$ cat config.mk
export PLATFORM = sky130hd
export DESIGN_NAME = pipe_ctrl_flat
export DESIGN_NICKNAME = d
export VERILOG_FILES = /design/src/rtl/pipe_ctrl_if.sv /design/src/rtl/pipe_ctrl.sv /design/src/flat_wrapper.sv
export SDC_FILE = /design/constraint.sdc
export NUM_CORES = 1
export LEC_CHECK = 0
export CAP_MARGIN = 20
export CELL_PAD_IN_SITES_DETAIL_PLACEMENT = 0
export CELL_PAD_IN_SITES_GLOBAL_PLACEMENT = 1
export CORE_MARGIN = 2
export CORE_UTILIZATION = 23
export CTS_CLUSTER_SIZE = 30
export DETAILED_ROUTE_END_ITERATION = 10
export PLACE_DENSITY_LB_ADDON = 0.1
export SKIP_CTS_REPAIR_TIMING = 1
export SYNTH_ARGS = -nofsm -noshare
export SYNTH_HDL_FRONTEND = slang
export SYNTH_SLANG_ARGS = --single-unit
$ cat constraint.sdc
create_clock -name clk -period 3.7 [get_ports clk]
set_clock_uncertainty 0.15 [all_clocks]
set_input_delay 1.11 -clock clk [delete_from_list [all_inputs] [get_ports clk]]
set_output_delay 1.11 -clock clk [all_outputs]
set_load 0.05 [all_outputs]
$ cat src/rtl/pipe_ctrl_if.sv
// pipe_ctrl_if: hazard inputs and pipeline-register controls of the sequencing controller
interface pipe_ctrl_if #(parameter int CNT_WIDTH = 32) ();
  logic load_use_hazard;
  logic branch_mispredict;
  logic imem_ready;
  logic dmem_ready;
  logic fence_i_req;
  logic pc_en;
  logic if_id_en;
  logic if_id_flush;
  logic id_ex_en;
  logic id_ex_flush;
  logic ex_mem_en;
  logic ex_mem_flush;
  logic mem_wb_en;
  logic mem_wb_flush;
  logic fence_i_done;
  logic [CNT_WIDTH-1:0] stall_cnt;
  logic [CNT_WIDTH-1:0] flush_cnt;
  modport master (
    input  load_use_hazard, branch_mispredict, imem_ready, dmem_ready, fence_i_req,
    output pc_en, if_id_en, if_id_flush, id_ex_en, id_ex_flush, ex_mem_en, ex_mem_flush,
           mem_wb_en, mem_wb_flush, fence_i_done, stall_cnt, flush_cnt
  );
  modport slave (
    output load_use_hazard, branch_mispredict, imem_ready, dmem_ready, fence_i_req,
    input  pc_en, if_id_en, if_id_flush, id_ex_en, id_ex_flush, ex_mem_en, ex_mem_flush,
           mem_wb_en, mem_wb_flush, fence_i_done, stall_cnt, flush_cnt
  );
endinterface

$ cat src/rtl/pipe_ctrl.sv
// pipe_ctrl: 5-stage pipeline enable/flush sequencing with fence.i drain FSM; PIPE_CTRL_PERF_EN builds stall/flush counters
module pipe_ctrl #(
  parameter int DRAIN_CYCLES = 4,
  parameter int CNT_WIDTH    = 32
) (
  input  logic         clk,
  input  logic         rst_n,
  pipe_ctrl_if.master  bus
);
  typedef enum logic [1:0] {RUN, DRAIN, DONE} state_t;
  // {pc, if_id, id_ex, ex_mem, mem_wb} enables followed by {if_id, id_ex, ex_mem, mem_wb} flushes
  localparam logic [8:0] MEM_STALL = 9'b00001_0001;
  localparam logic [8:0] MISPRED   = 9'b11111_1100;
  localparam logic [8:0] LOAD_USE  = 9'b00111_0100;
  localparam logic [8:0] FETCH_GAP = 9'b01111_1000;
  localparam logic [8:0] FLOW      = 9'b11111_0000;
  localparam logic [8:0] FENCE_END = 9'b11111_1000;
  state_t     state_q, state_d;
  logic [3:0] cnt_q, cnt_d;
  logic [4:0] en;
  logic [3:0] fl;
  logic       done;
  // stage controls and next state; MEM stall dominates everything, an older mispredict kills any fence
  always_comb begin
    en = '0;
    fl = '0;
    done = 1'b0;
    state_d = state_q;
    cnt_d = cnt_q;
    if (!rst_n) state_d = RUN;
    else if (!bus.dmem_ready) {en, fl} = MEM_STALL;
    else if (bus.branch_mispredict) begin
      {en, fl} = MISPRED;
      state_d = RUN;
    end else begin
      case (state_q)
        RUN: begin
          {en, fl} = (bus.load_use_hazard || bus.fence_i_req) ? LOAD_USE : !bus.imem_ready ? FETCH_GAP : FLOW;
          if (!bus.load_use_hazard && bus.fence_i_req) begin
            state_d = DRAIN;
            cnt_d = 4'(DRAIN_CYCLES - 1);
          end
        end
        DRAIN: begin
          {en, fl} = LOAD_USE;
          cnt_d = (cnt_q == 4'd0) ? 4'd0 : cnt_q - 4'd1;
          state_d = (cnt_q == 4'd0) ? DONE : DRAIN;
        end
        DONE: begin
          {en, fl} = FENCE_END;
          done = 1'b1;
          state_d = RUN;
        end
        default: state_d = RUN;
      endcase
    end
  end
  // FSM state and drain counter
  always_ff @(posedge clk) begin
    if (!rst_n) begin
      state_q <= RUN;
      cnt_q <= '0;
    end else begin
      state_q <= state_d;
      cnt_q <= cnt_d;
    end
  end
  assign {bus.pc_en, bus.if_id_en, bus.id_ex_en, bus.ex_mem_en, bus.mem_wb_en} = en;
  assign {bus.if_id_flush, bus.id_ex_flush, bus.ex_mem_flush, bus.mem_wb_flush} = fl;
  assign bus.fence_i_done = done;
`ifdef PIPE_CTRL_PERF_EN
  logic [CNT_WIDTH-1:0] stall_q, stall_d, flush_q, flush_d;
  // saturating counters; a mispredict flush is applied exactly when MEM is not stalling
  always_comb begin
    stall_d = (!en[4] && !(&stall_q)) ? stall_q + 1'b1 : stall_q;
    flush_d = (bus.dmem_ready && bus.branch_mispredict && !(&flush_q)) ? flush_q + 1'b1 : flush_q;
  end
  // perf counter registers
  always_ff @(posedge clk) begin
    if (!rst_n) begin
      stall_q <= '0;
      flush_q <= '0;
    end else begin
      stall_q <= stall_d;
      flush_q <= flush_d;
    end
  end
  assign bus.stall_cnt = stall_q;
  assign bus.flush_cnt = flush_q;
`else
  assign bus.stall_cnt = '0;
  assign bus.flush_cnt = '0;
`endif
endmodule

$ cat src/flat_wrapper.sv
// flat-port wrapper written by rule: the top's interface ports become plain ports
module pipe_ctrl_flat 
#(
  parameter int DRAIN_CYCLES = 4,
  parameter int CNT_WIDTH    = 32
)
  (clk, rst_n, bus_load_use_hazard, bus_branch_mispredict, bus_imem_ready, bus_dmem_ready, bus_fence_i_req, bus_pc_en, bus_if_id_en, bus_if_id_flush, bus_id_ex_en, bus_id_ex_flush, bus_ex_mem_en, bus_ex_mem_flush, bus_mem_wb_en, bus_mem_wb_flush, bus_fence_i_done, bus_stall_cnt, bus_flush_cnt);
  pipe_ctrl_if #(.CNT_WIDTH(CNT_WIDTH)) bus_i ();
  input  logic clk;
  input  logic rst_n;
  input wire logic [$bits(bus_i.load_use_hazard)-1:0] bus_load_use_hazard;
  input wire logic [$bits(bus_i.branch_mispredict)-1:0] bus_branch_mispredict;
  input wire logic [$bits(bus_i.imem_ready)-1:0] bus_imem_ready;
  input wire logic [$bits(bus_i.dmem_ready)-1:0] bus_dmem_ready;
  input wire logic [$bits(bus_i.fence_i_req)-1:0] bus_fence_i_req;
  output wire logic [$bits(bus_i.pc_en)-1:0] bus_pc_en;
  output wire logic [$bits(bus_i.if_id_en)-1:0] bus_if_id_en;
  output wire logic [$bits(bus_i.if_id_flush)-1:0] bus_if_id_flush;
  output wire logic [$bits(bus_i.id_ex_en)-1:0] bus_id_ex_en;
  output wire logic [$bits(bus_i.id_ex_flush)-1:0] bus_id_ex_flush;
  output wire logic [$bits(bus_i.ex_mem_en)-1:0] bus_ex_mem_en;
  output wire logic [$bits(bus_i.ex_mem_flush)-1:0] bus_ex_mem_flush;
  output wire logic [$bits(bus_i.mem_wb_en)-1:0] bus_mem_wb_en;
  output wire logic [$bits(bus_i.mem_wb_flush)-1:0] bus_mem_wb_flush;
  output wire logic [$bits(bus_i.fence_i_done)-1:0] bus_fence_i_done;
  output wire logic [$bits(bus_i.stall_cnt)-1:0] bus_stall_cnt;
  output wire logic [$bits(bus_i.flush_cnt)-1:0] bus_flush_cnt;
  assign bus_i.load_use_hazard = bus_load_use_hazard;
  assign bus_i.branch_mispredict = bus_branch_mispredict;
  assign bus_i.imem_ready = bus_imem_ready;
  assign bus_i.dmem_ready = bus_dmem_ready;
  assign bus_i.fence_i_req = bus_fence_i_req;
  assign bus_pc_en = bus_i.pc_en;
  assign bus_if_id_en = bus_i.if_id_en;
  assign bus_if_id_flush = bus_i.if_id_flush;
  assign bus_id_ex_en = bus_i.id_ex_en;
  assign bus_id_ex_flush = bus_i.id_ex_flush;
  assign bus_ex_mem_en = bus_i.ex_mem_en;
  assign bus_ex_mem_flush = bus_i.ex_mem_flush;
  assign bus_mem_wb_en = bus_i.mem_wb_en;
  assign bus_mem_wb_flush = bus_i.mem_wb_flush;
  assign bus_fence_i_done = bus_i.fence_i_done;
  assign bus_stall_cnt = bus_i.stall_cnt;
  assign bus_flush_cnt = bus_i.flush_cnt;
  pipe_ctrl #(.DRAIN_CYCLES(DRAIN_CYCLES), .CNT_WIDTH(CNT_WIDTH)) u_core (.clk(clk), .rst_n(rst_n), .bus(bus_i));
endmodule
==> impl_metrics.json <==
{
  "clk_pin_slew_ns": 0.03,
  "fmax_mhz": 273,
  "grt_max_degree": 16,
  "layout-area-overhead-vs-synth_pct": 10.6,
  "cts_buffer_depth": 2,
  "hp-start": "u_core.cnt_q[3]",
  "cp-start-kind": "input pin",
  "die_area_mm2": 0.00473,
  "period_share_pct": 98.8,
  "floorplan.initialDensity_pct": 23.9,
  "antenna_found_initial": 0,
  "critical_path.max_fanout": 6,
  "drtIter0Drc": 38,
  "cts-root-buf": "clkbuf_8",
  "wl_per_cell_um": 8.08,
  "hpwl_um": 1340,
  "finalSetupViolCount": 0,
  "worstRegToRegCells": 3,
  "worst_hold_path.endpoint": "u_core.cnt_q[3]",
  "ys_ff_latch": 6,
  "r2r_slack_ns": 2.17,
  "timing.hold.ws_ns": 0.374,
  "ys_types": 31,
  "r2r_start": "u_core.state_q[1]",
  "drive_above_1_share_pct": 15.0,
  "cts_tree": "built",
  "rows": 23,
  "synth_edf_count": 0,
  "final_area_mm2": 0.00107,
  "peakVddDrop_uv": 149,
  "final_core_util_pct": 26.5,
  "n_fill_cell": 447,
  "final.min_clock_period_ns": 3.66,
  "vias": 650,
  "crit_type": "in2out",
  "synth_warnings": 0,
  "finalWirelength_um": 1540,
  "grt_pass1_wl_um": 2190,
  "hold_viol_final": 0,
  "syn_area_um2": 965,
  "antennaDiodeCount": 0,
  "cp.required_ns": 2.44,
  "async_flop_share_pct": 0,
  "outcome": "finished clean",
  "worstPathArrival_ns": 2.40,
  "syn_area_per_cell_um2": 7.78,
  "placed_area_mm2": 0.00103,
  "grt_pass1_vias": 547,
  "power-per-cell-area_mw_per_mm2": 351,
  "numCtsBuffers": 3,
  "ys.flop_type": "dfxtp_1",
  "grt-ovfl-total": 0,
  "h-tree-depth": 1,
  "clock_latency_ns": 0.22,
  "synthCells": 124,
  "worstHoldPathType": "reg2reg",
  "io_pins": 81,
  "end_kind": "output pin",
  "rsz0062_at_grt": "yes",
  "critPathLaunch": "bus_dmem_ready",
  "routabilityCongestion": 0.698,
  "dr.pass1.iters": 4,
  "nets": 149,
  "coreArea_mm2": 0.00403,
  "seq_area_frac_synth_pct": 12.5,
  "die_y_um": 68.8,
  "portBuffers": 15,
  "ant_nets": 0,
  "vias_per_cell": 3.42,
  "p_leak_nw": 0.528,
  "cts_sinks": 6,
  "maxSlewViolCount": 0,
  "hold_depth": 1,
  "maxCapViolCount": 0,
  "grt_usage_pct": 5.98,
  "reg2reg_to": "u_core.cnt_q[2]",
  "die_w_um": 68.8,
  "drc": 0
}
==> logic make-up after synthesis <==
kind of cell	synth area share, %
compound gates	15.8
simple gates	16.2
buf+inv	55.1
flops	12.5
other cells	0.389
==> synth_stat cells (2+ instances only) <==
| master | count | share of area [%] |
|---|---|---|
| o221ai_1 | 2 | 1.8 |
| nor3_1 | 3 | 1.6 |
| dfxtp_1 | 6 | 12 |
| buf_2 | 2 | 1.0 |
| nor2b_1 | 3 | 1.9 |
| o211a_1 | 2 | 2.1 |
| nor2_1 | 5 | 1.9 |
| a31oi_1 | 2 | 1.3 |
| o211ai_1 | 2 | 1.6 |
| buf_4 | 66 | 51 |
| and3_1 | 2 | 1.3 |
| a21oi_1 | 3 | 1.6 |
| o21bai_1 | 3 | 2.3 |
| a32o_1 | 2 | 2.1 |
| and2_1 | 2 | 1.3 |
| inv_1 | 4 | 1.6 |
==> report_power, final <==
part | total, mW | leakage (nW) | internal (mW) | switching, mW
logic | 0.211 | 0.457 | 0.0326 | 0.178
registers | 0.0694 | 0.0485 | 0.0664 | 0.00294
clock network | 0.0939 | 0.0216 | 0.0696 | 0.0243
==> worst max-delay path, cell delays in order <==
cell             delay [ns]
clkdlybuf4s50_1        0.52
nand2_1                0.17
nor4b_2                0.40
buf_12                 0.19
==> metrics by stage <==
| step | power, mW | TNS [ns] | setup slack (ns) | std cells |
|---|---|---|---|---|
| after detailed placement | 0.280 | 0 | 0.0147 | 187 |
| after global routing | 0.390 | -0.0366 | -0.0366 | 190 |
| after floorplan | 0.301 | 0 | 0.103 | 188 |
| after CTS | 0.377 | 0 | 0.0160 | 190 |
| after global placement | 0.281 | 0 | 0.0552 | 187 |
| final | 0.374 | 0 | 0.0427 | 190 |
==> sequential cells by signal, indices dropped and copies added, names as in the netlist <==
signal	flops
u_core.cnt_q	4
u_core.state_q	2
==> how the worst max path moves through the flow <==
stage | end | slack [ns] | cells past startpoint
4_1_cts | bus_fence_i_done | 0.02 | 4
3_5_place_dp | bus_fence_i_done | 0.01 | 4
5_1_grt | bus_fence_i_done | -0.04 | 4
6_report | bus_fence_i_done | 0.04 | 4
3_3_place_gp | bus_fence_i_done | 0.06 | 4
2_1_floorplan | bus_fence_i_done | 0.10 | 3
==> layout by cell type (no fill, tap or decap), drive strengths merged <==
cell | synthesis | routed
inv | 4 | 4
a31oi | 2 | 2
a21oi | 3 | 3
o211ai | 2 | 2
and2b | 2 | 2
nor2b | 3 | 3
nand2b | 1 | 1
o21bai | 3 | 3
nor2 | 5 | 5
nor4 | 1 | 1
o31ai | 1 | 1
o21ai | 1 | 1
dfxtp | 6 | 6
nor3b | 2 | 2
a32oi | 1 | 1
clkbuf | 0 | 3
nand3 | 1 | 1
o221ai | 2 | 2
buf | 69 | 12
and3 | 2 | 2
nor3 | 3 | 3
nand2 | 1 | 1
conb | 1 | 65
and2 | 2 | 2
a32o | 2 | 2
clkdlybuf4s50 | 0 | 6
o21a | 1 | 1
nor4b | 1 | 1
o211a | 2 | 2
==> final cells by class <==
type	instances	area [um2]	share of cell area [%]
clock buffer	3	41.3	3.87
timing repair buffer	18	263	24.6
tap	50	62.6	5.86
multi-input combinational	109	566	53.0
inverter	4	15.0	1.41
sequential	6	120	11.3
==> per-layer routing <==
metal / global-route usage, % / vias to the layer above / part of all wire (%)
li1: - / 317 / -
met1: 6.93 / 280 / 38
met2: 10.3 / 53 / 49
met3: 1.14 / 0 / 13
met4: 3.19 / 0 / 0
met5: 0 / - / 0
Note: power is estimated with default switching activity, not from simulation.
